[config.mk]
export PLATFORM = sky130hd
export DESIGN_NAME = uart_cmd_parser
export DESIGN_NICKNAME = d
export VERILOG_FILES = /design/src/rtl/uart_cmd_parser.sv
export SDC_FILE = /design/constraint.sdc
export NUM_CORES = 1
export LEC_CHECK = 0
export CORE_MARGIN = 5
export CORE_UTILIZATION = 56
export CTS_CLUSTER_SIZE = 28
export DETAILED_ROUTE_END_ITERATION = 12
export GPL_ROUTABILITY_DRIVEN = 0
export PLACE_DENSITY = 0.88
export RECOVER_POWER = 50
export SYNTH_ARGS = -nofsm -noshare
export SYNTH_HDL_FRONTEND = slang
export SYNTH_SLANG_ARGS = --single-unit
[constraint.sdc]
create_clock -name clk -period 2.94 [get_ports clk]
set_clock_uncertainty 0.1 [all_clocks]
set_input_delay 0.882 -clock clk [delete_from_list [all_inputs] [get_ports clk]]
set_output_delay 0.882 -clock clk [all_outputs]
set_load 0.01 [all_outputs]
[src/rtl/uart_cmd_parser.sv]
// Command frame assembler: SYNC, opcode, operand A, operand B, XOR checksum -> ALU command.
// Optional error counter output enabled by defining UART_CMD_ERRCNT_EN.
module uart_cmd_parser #(
    parameter int          DATA_W       = 8,
    parameter logic [7:0]  SYNC_BYTE    = 8'hA5,
    parameter int          TIMEOUT_CLKS = 50000
) (
    input  logic              clk,
    input  logic              rst_n,
    input  logic [7:0]        rx_data,
    input  logic              rx_valid,
    input  logic              cmd_ready,
    output logic              cmd_valid,
    output logic [3:0]        alu_sel,
    output logic [DATA_W-1:0] op_a,
    output logic [DATA_W-1:0] op_b,
    output logic              err_chksum,
    output logic              err_frame,
    output logic              err_timeout,
    output logic              err_overrun
`ifdef UART_CMD_ERRCNT_EN
    ,
    output logic [7:0]        err_count
`endif
);

    localparam int NB = DATA_W / 8;
    localparam int TW = $clog2(TIMEOUT_CLKS + 1);

    typedef enum logic [2:0] {
        IDLE,
        OPCODE,
        OPA,
        OPB,
        CHECK,
        HOLD
    } state_t;

    state_t            state_q, state_d;
    logic [1:0]        cnt_q, cnt_d;
    logic [7:0]        chk_q, chk_d;
    logic [TW-1:0]     tmo_q, tmo_d;
    logic [3:0]        sel_stg_q, sel_stg_d;
    logic [DATA_W-1:0] a_stg_q, a_stg_d;
    logic [DATA_W-1:0] b_stg_q, b_stg_d;
    logic              cmd_valid_q, cmd_valid_d;
    logic [3:0]        alu_sel_q, alu_sel_d;
    logic [DATA_W-1:0] op_a_q, op_a_d;
    logic [DATA_W-1:0] op_b_q, op_b_d;
    logic              err_chksum_q, err_chksum_d;
    logic              err_frame_q, err_frame_d;
    logic              err_timeout_q, err_timeout_d;
    logic              err_overrun_q, err_overrun_d;
    logic              in_frame;
    logic              is_sync;
    logic [DATA_W-1:0] rx_shift_in;

    assign in_frame    = (state_q == OPCODE) || (state_q == OPA) ||
                         (state_q == OPB)    || (state_q == CHECK);
    assign is_sync     = rx_valid && (rx_data == SYNC_BYTE);
    // New byte enters at the top so that after NB bytes the first one sits in the LSB.
    assign rx_shift_in = DATA_W'(rx_data) << (DATA_W - 8);

    always_comb begin
        // NOTE: every signal gets a default before the case so no path leaves it unassigned (no latches).
        state_d       = state_q;
        cnt_d         = cnt_q;
        chk_d         = chk_q;
        tmo_d         = '0;
        sel_stg_d     = sel_stg_q;
        a_stg_d       = a_stg_q;
        b_stg_d       = b_stg_q;
        cmd_valid_d   = cmd_valid_q;
        alu_sel_d     = alu_sel_q;
        op_a_d        = op_a_q;
        op_b_d        = op_b_q;
        err_chksum_d  = 1'b0;
        err_frame_d   = 1'b0;
        err_timeout_d = 1'b0;
        err_overrun_d = 1'b0;

        // A byte on the terminal cycle wins over the timeout.
        if (in_frame && !rx_valid) begin
            if (tmo_q == TW'(TIMEOUT_CLKS - 1)) begin
                err_timeout_d = 1'b1;
                state_d       = IDLE;
            end else begin
                tmo_d = tmo_q + 1'b1;
            end
        end

        case (state_q)
            IDLE: begin
                if (is_sync) begin
                    state_d = OPCODE;
                    chk_d   = '0;
                end
            end
            OPCODE: begin
                if (rx_valid) begin
                    if (rx_data[7:4] != 4'h0) begin
                        err_frame_d = 1'b1;
                        state_d     = IDLE;
                    end else begin
                        sel_stg_d = rx_data[3:0];
                        chk_d     = chk_q ^ rx_data;
                        cnt_d     = '0;
                        state_d   = OPA;
                    end
                end
            end
            OPA: begin
                if (rx_valid) begin
                    a_stg_d = (a_stg_q >> 8) | rx_shift_in;
                    chk_d   = chk_q ^ rx_data;
                    if (cnt_q == 2'(NB - 1)) begin
                        cnt_d   = '0;
                        state_d = OPB;
                    end else begin
                        cnt_d = cnt_q + 1'b1;
                    end
                end
            end
            OPB: begin
                if (rx_valid) begin
                    b_stg_d = (b_stg_q >> 8) | rx_shift_in;
                    chk_d   = chk_q ^ rx_data;
                    if (cnt_q == 2'(NB - 1)) begin
                        cnt_d   = '0;
                        state_d = CHECK;
                    end else begin
                        cnt_d = cnt_q + 1'b1;
                    end
                end
            end
            CHECK: begin
                if (rx_valid) begin
                    if (rx_data == chk_q) begin
                        op_a_d      = a_stg_q;
                        op_b_d      = b_stg_q;
                        alu_sel_d   = sel_stg_q;
                        cmd_valid_d = 1'b1;
                        state_d     = HOLD;
                    end else begin
                        err_chksum_d = 1'b1;
                        state_d      = IDLE;
                    end
                end
            end
            HOLD: begin
                if (cmd_ready) begin
                    cmd_valid_d = 1'b0;
                    if (is_sync) begin
                        state_d = OPCODE;
                        chk_d   = '0;
                    end else begin
                        state_d = IDLE;
                    end
                end else if (rx_valid) begin
                    err_overrun_d = 1'b1;
                end
            end
            default: state_d = IDLE;
        endcase
    end

    // NOTE: staging registers are reset along with the outputs; they are few flops, not a memory.
    always_ff @(posedge clk or negedge rst_n) begin
        if (!rst_n) begin
            state_q       <= IDLE;
            cnt_q         <= '0;
            chk_q         <= '0;
            tmo_q         <= '0;
            sel_stg_q     <= '0;
            a_stg_q       <= '0;
            b_stg_q       <= '0;
            cmd_valid_q   <= 1'b0;
            alu_sel_q     <= '0;
            op_a_q        <= '0;
            op_b_q        <= '0;
            err_chksum_q  <= 1'b0;
            err_frame_q   <= 1'b0;
            err_timeout_q <= 1'b0;
            err_overrun_q <= 1'b0;
        end else begin
            state_q       <= state_d;
            cnt_q         <= cnt_d;
            chk_q         <= chk_d;
            tmo_q         <= tmo_d;
            sel_stg_q     <= sel_stg_d;
            a_stg_q       <= a_stg_d;
            b_stg_q       <= b_stg_d;
            cmd_valid_q   <= cmd_valid_d;
            alu_sel_q     <= alu_sel_d;
            op_a_q        <= op_a_d;
            op_b_q        <= op_b_d;
            err_chksum_q  <= err_chksum_d;
            err_frame_q   <= err_frame_d;
            err_timeout_q <= err_timeout_d;
            err_overrun_q <= err_overrun_d;
        end
    end

    assign cmd_valid   = cmd_valid_q;
    assign alu_sel     = alu_sel_q;
    assign op_a        = op_a_q;
    assign op_b        = op_b_q;
    assign err_chksum  = err_chksum_q;
    assign err_frame   = err_frame_q;
    assign err_timeout = err_timeout_q;
    assign err_overrun = err_overrun_q;

`ifdef UART_CMD_ERRCNT_EN
    logic [7:0] err_count_q, err_count_d;
    logic       err_any;

    assign err_any = err_chksum_d | err_frame_d | err_timeout_d | err_overrun_d;

    always_comb begin
        err_count_d = err_count_q;
        if (err_any && (err_count_q != 8'hFF)) begin
            err_count_d = err_count_q + 1'b1;
        end
    end

    always_ff @(posedge clk or negedge rst_n) begin
        if (!rst_n) begin
            err_count_q <= '0;
        end else begin
            err_count_q <= err_count_d;
        end
    end

    assign err_count = err_count_q;
`endif

endmodule

## After elaboration in Yosys (flattened, before gate mapping)

Cells that the tools add are included.

| word-level totals | value |
|---|---|
| input port bits | 12 |
| logic and storage cells | 95 |
| output and inout port bits | 25 |
| flip-flop bits (word level) | 74 |

| operators by class | value |
|---|---|
| reductions and logical operators | 20 |
| $add $sub $neg | 2 |
| eq/ne operators | 14 |
| bitwise gates (word level) | 2 |
| mux-type cells | 42 |

Operators with widths:

| kind | number |
|---|---|
| $mux W8 | 5 |
| $mux W3 | 11 |
| $mux W16 | 2 |
| $pmux W8 S4 | 1 |
| $pmux W3 S6 | 1 |
| $add A16 B1 Y16 const B | 1 |
| $eq A16 B16 Y1 const B | 1 |
| $mux W1 | 15 |
| $mux W2 | 5 |
| $eq A8 B8 Y1 | 1 |
| $eq A8 B8 Y1 const B | 1 |
| $ne A2 B2 Y1 const B | 4 |
| $reduce_and A4 Y1 | 2 |
| $reduce_bool A4 Y1 | 2 |
| $xor A8 B8 Y8 | 1 |
| $eq A3 B2 Y1 const B | 2 |
| $eq A3 B3 Y1 const B | 2 |
| $reduce_and A3 Y1 | 2 |
| $reduce_and A5 Y1 | 1 |
| $ne A2 B1 Y1 const B | 2 |
| $pmux W2 S2 | 1 |
| $reduce_and A2 Y1 | 2 |
| $reduce_bool A2 Y1 | 2 |
| $eq A3 B1 Y1 const B | 1 |
| other kinds (9) | 12 |

## Longest topological paths before layout

Gate-level depths: netlist (run 1).

| logic depth | value |
|---|---|
| depth in word-level cells | 9 |
| depth in mapped cells | 7 |
| gate-level depth less buffers | 6 |

## Worst setup path before layout (run 1)

No wires, ideal clock.

| path | value |
|---|---|
| path kind | input to register |
| from | input port rx_data[4] |
| to | register sel_stg_q[0] |
| setup slack | 0.270 ns |
| path buffers | 2 |
| stages on the path | 5 |
| setup time | 0.125 ns |
| data arrival time | 2.445 ns |
| path through | buf_6 or4_4 or4b_1 buf_6 mux2_4 |

| on the way | value |
|---|---|
| longest elaborated chain between the ends | 3 |

RTL lines:

| item | RTL line | RTL |
|---|---|---|
| start, declared | 10 | `input logic [7:0] rx_data,` |
| $reduce_bool A4 Y1 | 101 | `if (rx_data[7:4] != 4'h0) begin` |
| $not A1 Y1 (no line) | -- |  |
| $reduce_and A3 Y1 (no line) | -- |  |
| end signal, assigned | 190 | `sel_stg_q <= sel_stg_d;` |
| end, declared | 43 | `logic [3:0] sel_stg_q, sel_stg_d;` |

Every way passes these cells.
A chain may end at the register's enable or synchronous reset.

## Worst setup path in the final report (run 1)

| path | value |
|---|---|
| from | input port rx_data[4] |
| to | register sel_stg_q[3] |

Same word-level chain as after synthesis.

==> results of run 1 <==
[kinds of logic (layout without fill, tap and decap cells)]
family | count (synthesis) | count (layout) | share of synthesized area
multiplexers | 40 | 40 | 0.150
AND/OR/NAND/NOR | 102 | 102 | 0.168
buffers and inverters | 23 | 80 | 0.0383
flip-flops | 74 | 74 | 0.524
XOR/XNOR | 16 | 16 | 0.0397
AO/OA/AOI/OAI | 36 | 36 | 0.0691
adder cells (fa/ha/maj) | 3 | 3 | 0.0106
[path summary, 6_finish.rpt]
kind	startpoint	to	slack [ns]
max reg2reg	state_q[0]$_DFF_PN0_	chk_q[4]$_DFFE_PN0P_	0.64
min reg2reg	tmo_q[0]$_DFF_PN0_	tmo_q[0]$_DFF_PN0_	0.38
max in group asynchronous	rst_n	op_a[3]$_DFFE_PN0P_	0.73
min	tmo_q[0]$_DFF_PN0_	tmo_q[0]$_DFF_PN0_	0.38
min in group asynchronous	rst_n	tmo_q[10]$_DFF_PN0_	0.99
max	rx_data[4]	sel_stg_q[3]$_DFFE_PN0P_	0.10
[cell usage in the layout (no fill, tap or decap), types with 3 or more instances in the layout]
cell,count
or3_1,4
o311ai_0,8
xnor2_1,12
a21oi_1,9
or4_1,3
ha_1,3
xor2_1,4
nand3_1,14
dfrtp_1,74
buf_4,18
nand4_1,8
nand3b_1,13
nor2_1,20
clkbuf_8,10
mux2_2,19
inv_1,7
bufinv_16,3
o21ai_0,10
clkdlybuf4s50_1,34
nand2_1,16
and3_1,3
mux2_4,21
[area by class of cell]
class | instances | area, um2 | area share
Sequential cell | 74 | 1850 | 0.432
Multi-Input combinational cell | 197 | 1540 | 0.361
Timing Repair Buffer | 58 | 523 | 0.122
Clock buffer | 10 | 138 | 0.0321
Clock inverter | 5 | 103 | 0.0240
Tap cell | 77 | 96.3 | 0.0225
Inverter | 7 | 26.3 | 0.00614
[synthesized netlist by cell type (2+ instances only)]
cell / n
xnor2_1: 12
nand4_1: 8
and4_1: 2
clkbuf_2: 2
nand3b_1: 13
mux2_2: 19
buf_2: 2
dfrtp_1: 74
a21oi_1: 9
or3_1: 4
a311oi_1: 2
inv_1: 7
mux2_4: 21
clkbuf_1: 6
buf_6: 4
nor4bb_1: 2
nor3_1: 2
nand2b_1: 2
o311ai_0: 8
ha_1: 3
and2_1: 2
and3_1: 3
o31ai_1: 2
nand3_1: 14
o21ai_0: 10
xor2_1: 4
nand2_1: 16
or4_1: 3
nor2_1: 20
[routing by layer]
metal | share of wire | vias up
met3 | 0.048 | 19
met1 | 0.43 | 1269
met2 | 0.50 | 81
li1 | - | 1161
met4 | 0.022 | 0
met5 | 0 | -
[flip-flops by register name, indices dropped and copies added, names as in the netlist, 2 cells and up]
register and flops:
state_q 3, op_a 8, op_b 8, alu_sel 4
b_stg_q 8, chk_q 8, a_stg_q 8, cnt_q 2
sel_stg_q 4, tmo_q 16
[report_power, final]
group	internal, mW	switching [mW]
clock network	0.581	0.367
registers	1.05	0.0394
logic	0.0861	0.0813
==> metrics, run 1 <==
Crit path depth 4; DRC Markers 0; M2 GR Usage 0.330; WP data arrival 2.96 ns; CP startpoint kind primary input; Cell Area, Synth 3530 um2; Post-CTS Repair Setup Buffers 0; Post-Syn Instances 294; final setup violation count 0; area leader, netlist dfrtp_1; worst setup margin 0.105 ns; CP endpoint kind flop; clk_lat worst skew 0.35 ns; Hold Vio Cnt, Final 0; Num CTS Buffers 9; Most Crowded Layer GR met2; nets 362; # fillers 410; post-cts resize count 0; grt ovf 0; syn nets 309; Die Ht 89.4 um; violation count after the first detailed-route iteration 204; Critical Path RT 3.06 ns; failing checks capacitance limit, slew limit; Top FF cell, synth dfrtp_1; final worst path period share 0.964; H-tree depth 3; Worst-path clk slew 0.07 ns; Power Density 516 nW/um2; area grow syn2layout 21.3%; Initial Util 0.566; I/O pins 37; hpwl dp 5.41 mm; # rows 29; CTS tree yes; clk sinks 74; final period demand of the worst path 2.84 ns; hold depth 1; FFs w/ async S/R, synth 1.00; Slew @ Worst Pin 1.74 ns; WP buf/inv 1; worst ir drop on vdd 0.333 mV; final core utilization 0.686; first-pass GRT wire length 12.4 mm; register area share after synthesis 0.524; M3 GR Usage 0.0378; placed insts 413; Worst R2R Path Depth 4; WL/cell 18.1 um; worst-case clock buffer depth 2; Pleak 1.96 nW; CP max stage delay 0.63 ns; Via density 5.91; Core Area 6240 um2; slowest CP cell or4b_1; outcome complete, but fails checks; Unique masters post-synth 47; hold_buf cts 0; Hold Slack 0.383 ns; Place WS -0.234 ns; Ant. Diodes 0; die area 7990 um2; Post-synth EDFFs 0; Synth top area share 0.524; Die Wd 89.4 um; fin cells 428; CP Max Fanout 5; synth warn 0; port buffer count 36; unrepaired setup endpoints after global routing no; largest cells by area after synthesis dfrtp_1 (52%), mux2_4 (8.9%), mux2_2 (6.1%), xnor2_1 (3.0%), nand3b_1 (2.8%); setup TNS 0 ns; met1 GRT Util 0.268; Final ANT Viol Nets 0; largest net degree at the start of global routing 75; fraction of layout cells with a size suffix above 1 0.234; Slew HR -0.161; critical-path cell list clkdlybuf4s50_1 > or4_4 > or4b_1 > mux2_4; initial antenna violation count 0; detailed-route via count 2,530; vias in the first global route 2,517; post-route cell area 4280 um2; final WL 7.73 mm; Hold WC Path Type reg -> reg; GRT Total Usage 0.205; max-slew violations 75; MaxCap Viol Count 1; 1st-pass router iterations 4; total design power 2.21 mW; fmax 353 MHz; Yosys reg bits 74; delay-heaviest family, CP simple AND/OR/NAND/NOR gates; dpl cell area 4060 um2; Setup CP Type in -> reg; root buf cell clkbuf_8; syn avg cell area 12.0 um2
(Power assumes the default switching activity.)
==> inputs of run 2 (changes only) <==
CORE_MARGIN = 2   (was 5)
GPL_TIMING_DRIVEN = 1   (was default)
==> run 2 against run 1 <==
Effect of this change: the flow still finishes with violations (capacitance limit, slew limit); non-clock buffer count decreased by 2; global-route usage increased by 2.0 points; sequential power about the same; die area decreased by 13%; critical endpoint is now chk_q[1]$_DFFE_PN0P_; combinational power about the same; first-iteration DRC count increased by 19%; fmax decreased by 1.1%; hold slack got worse by 0.012 ns; sequential share of layout area increased by 0.73 points; sequential cell count unchanged.
==> metrics, run 2 (synthesis gave the netlist of run 1 again) <==
outcome complete, but fails checks; failing checks capacitance limit, slew limit; Initial Util 0.589; GRT Total Usage 0.225; final period demand of the worst path 2.87 ns; Slew @ Worst Pin 1.76 ns; Final ANT Viol Nets 0; worst ir drop on vdd 0.273 mV; area grow syn2layout 19.2%; Worst-path clk slew 0.09 ns; max-slew violations 75; Slew HR -0.175; Pleak 1.94 nW; fmax 349 MHz; hpwl dp 5.20 mm; DRC Markers 0; vias in the first global route 2,477; root buf cell clkbuf_8; 1st-pass router iterations 6; Setup crit start rx_data[4]; Core Area 5990 um2; unrepaired setup endpoints after global routing no; CTS tree yes; Die Wd 83.4 um; largest net degree at the start of global routing 75; grt ovf 0; slowest CP cell or4_4; WP data arrival 2.98 ns; Ant. Diodes 0; Via density 6.03; clk_lat worst skew 0.35 ns; setup TNS 0 ns; CP startpoint kind primary input; post-route cell area 4210 um2; final core utilization 0.703; WP buf/inv 2; CP Max Fanout 8; dpl cell area 4050 um2; Die Ht 83.4 um; hold_buf cts 0; Hold Vio Cnt, Final 0; worst-case clock buffer depth 2; violation count after the first detailed-route iteration 242; critical-path cell list clkdlybuf4s50_1 > or4_4 > buf_4 > and3_2 > o311ai_0 > nand3_1; MaxCap Viol Count 1; CP max stage delay 0.57 ns; # rows 28; detailed-route via count 2,562; first-pass GRT wire length 12.4 mm; most common cell after layout, fill and taps aside dfrtp_1; Reg2Reg Launch Point state_q[0]$_DFF_PN0_; I/O pins 37; most frequent cells in the layout dfrtp_1 (74), clkdlybuf4s50_1 (28), mux2_4 (21), nor2_1 (20), mux2_2 (19); WL/cell 17.8 um; die area 6960 um2; Hold WC Path Type reg -> reg; post-cts resize count 0; hold path startpoint tmo_q[0]$_DFF_PN0_; clk sinks 74; Post-CTS Repair Setup Buffers 0; fraction of layout cells with a size suffix above 1 0.234; delay-heaviest family, CP simple AND/OR/NAND/NOR gates; initial antenna violation count 0; H-tree depth 3; Setup CP Type in -> reg; Num CTS Buffers 9; Largest register FFs 16; final WL 7.55 mm; total design power 2.00 mW; CP endpoint kind flop; port buffer count 36; Biggest register tmo_q; nets 360; Critical Path RT 3.05 ns; final worst path period share 0.975; Power Density 475 nW/um2; final setup violation count 0
## run 2: changes by cell type in the layout (fill, tap and decap cells not counted), sizes merged
cell	change
buf	-1
bufinv	-3
clkbuf	-2
clkdlybuf4s50	-6
clkinv	-1
clkinvlp	+1
dlygate4sd3	+6
inv	+5
## run 2: metal layers
layer,global-route usage,vias to the layer above,part of all wire
li1,-,1170,-
met1,0.313,1285,0.45
met2,0.348,92,0.48
met3,0.0338,15,0.049
met4,0.106,0,0.018
met5,0,-,0
## run 2: power by group
group          internal, mW  switching, mW
combinational        0.0854         0.0826
sequential             1.05         0.0411
clock                 0.321          0.416
## run 2: final timing paths
| path | end | slack (ns) | cells after the start |
|---|---|---|---|
| max | chk_q[1]$_DFFE_PN0P_ | 0.07 | 6 |
| min | tmo_q[0]$_DFF_PN0_ | 0.37 | 1 |
| max reg2reg | chk_q[1]$_DFFE_PN0P_ | 0.47 | 4 |
| min reg2reg | tmo_q[0]$_DFF_PN0_ | 0.37 | 1 |
| max in group asynchronous | chk_q[2]$_DFFE_PN0P_ | 0.72 | 2 |
| min in group asynchronous | err_chksum$_DFF_PN0_ | 0.96 | 2 |
## run 2: stage by stage
step	hold WS [ns]	worst slack (ns)	std cells
5_1_grt	0.411	0.0160	425
3_3_place_gp	0.346	-0.172	409
4_1_cts	0.375	0.0604	425
6_report	0.371	0.0744	425
3_5_place_dp	0.364	-0.206	409
2_1_floorplan	0.325	0.270	294
## run 2: cell type report
type | instances | area [um2]
sequential | 74 | 1850
clock inverter | 7 | 58.8
tap | 75 | 93.8
clock buffer | 9 | 124
multi-input combinational | 197 | 1540
timing repair buffer | 56 | 512
fill | 393 | 1780
inverter | 7 | 26.3
## run 2: worst register-to-register path, stage by stage (launching register included)
cell and delay [ns]:
dfrtp_1 0.55, o21bai_1 0.55, o21ai_0 0.44, o311ai_0 0.54, nand3_1 0.15
==> inputs of run 3 (changes only) <==
--- a/constraint.sdc
+++ b/constraint.sdc
@@ -4,2 +4,2 @@
 set_output_delay 0.882 -clock clk [all_outputs]
-set_load 0.01 [all_outputs]
+set_load 0.005 [all_outputs]
==> results of run 3 <==
Same layout as run 2 (identical final DEF). Status: complete, but fails checks: capacitance limit, slew limit.
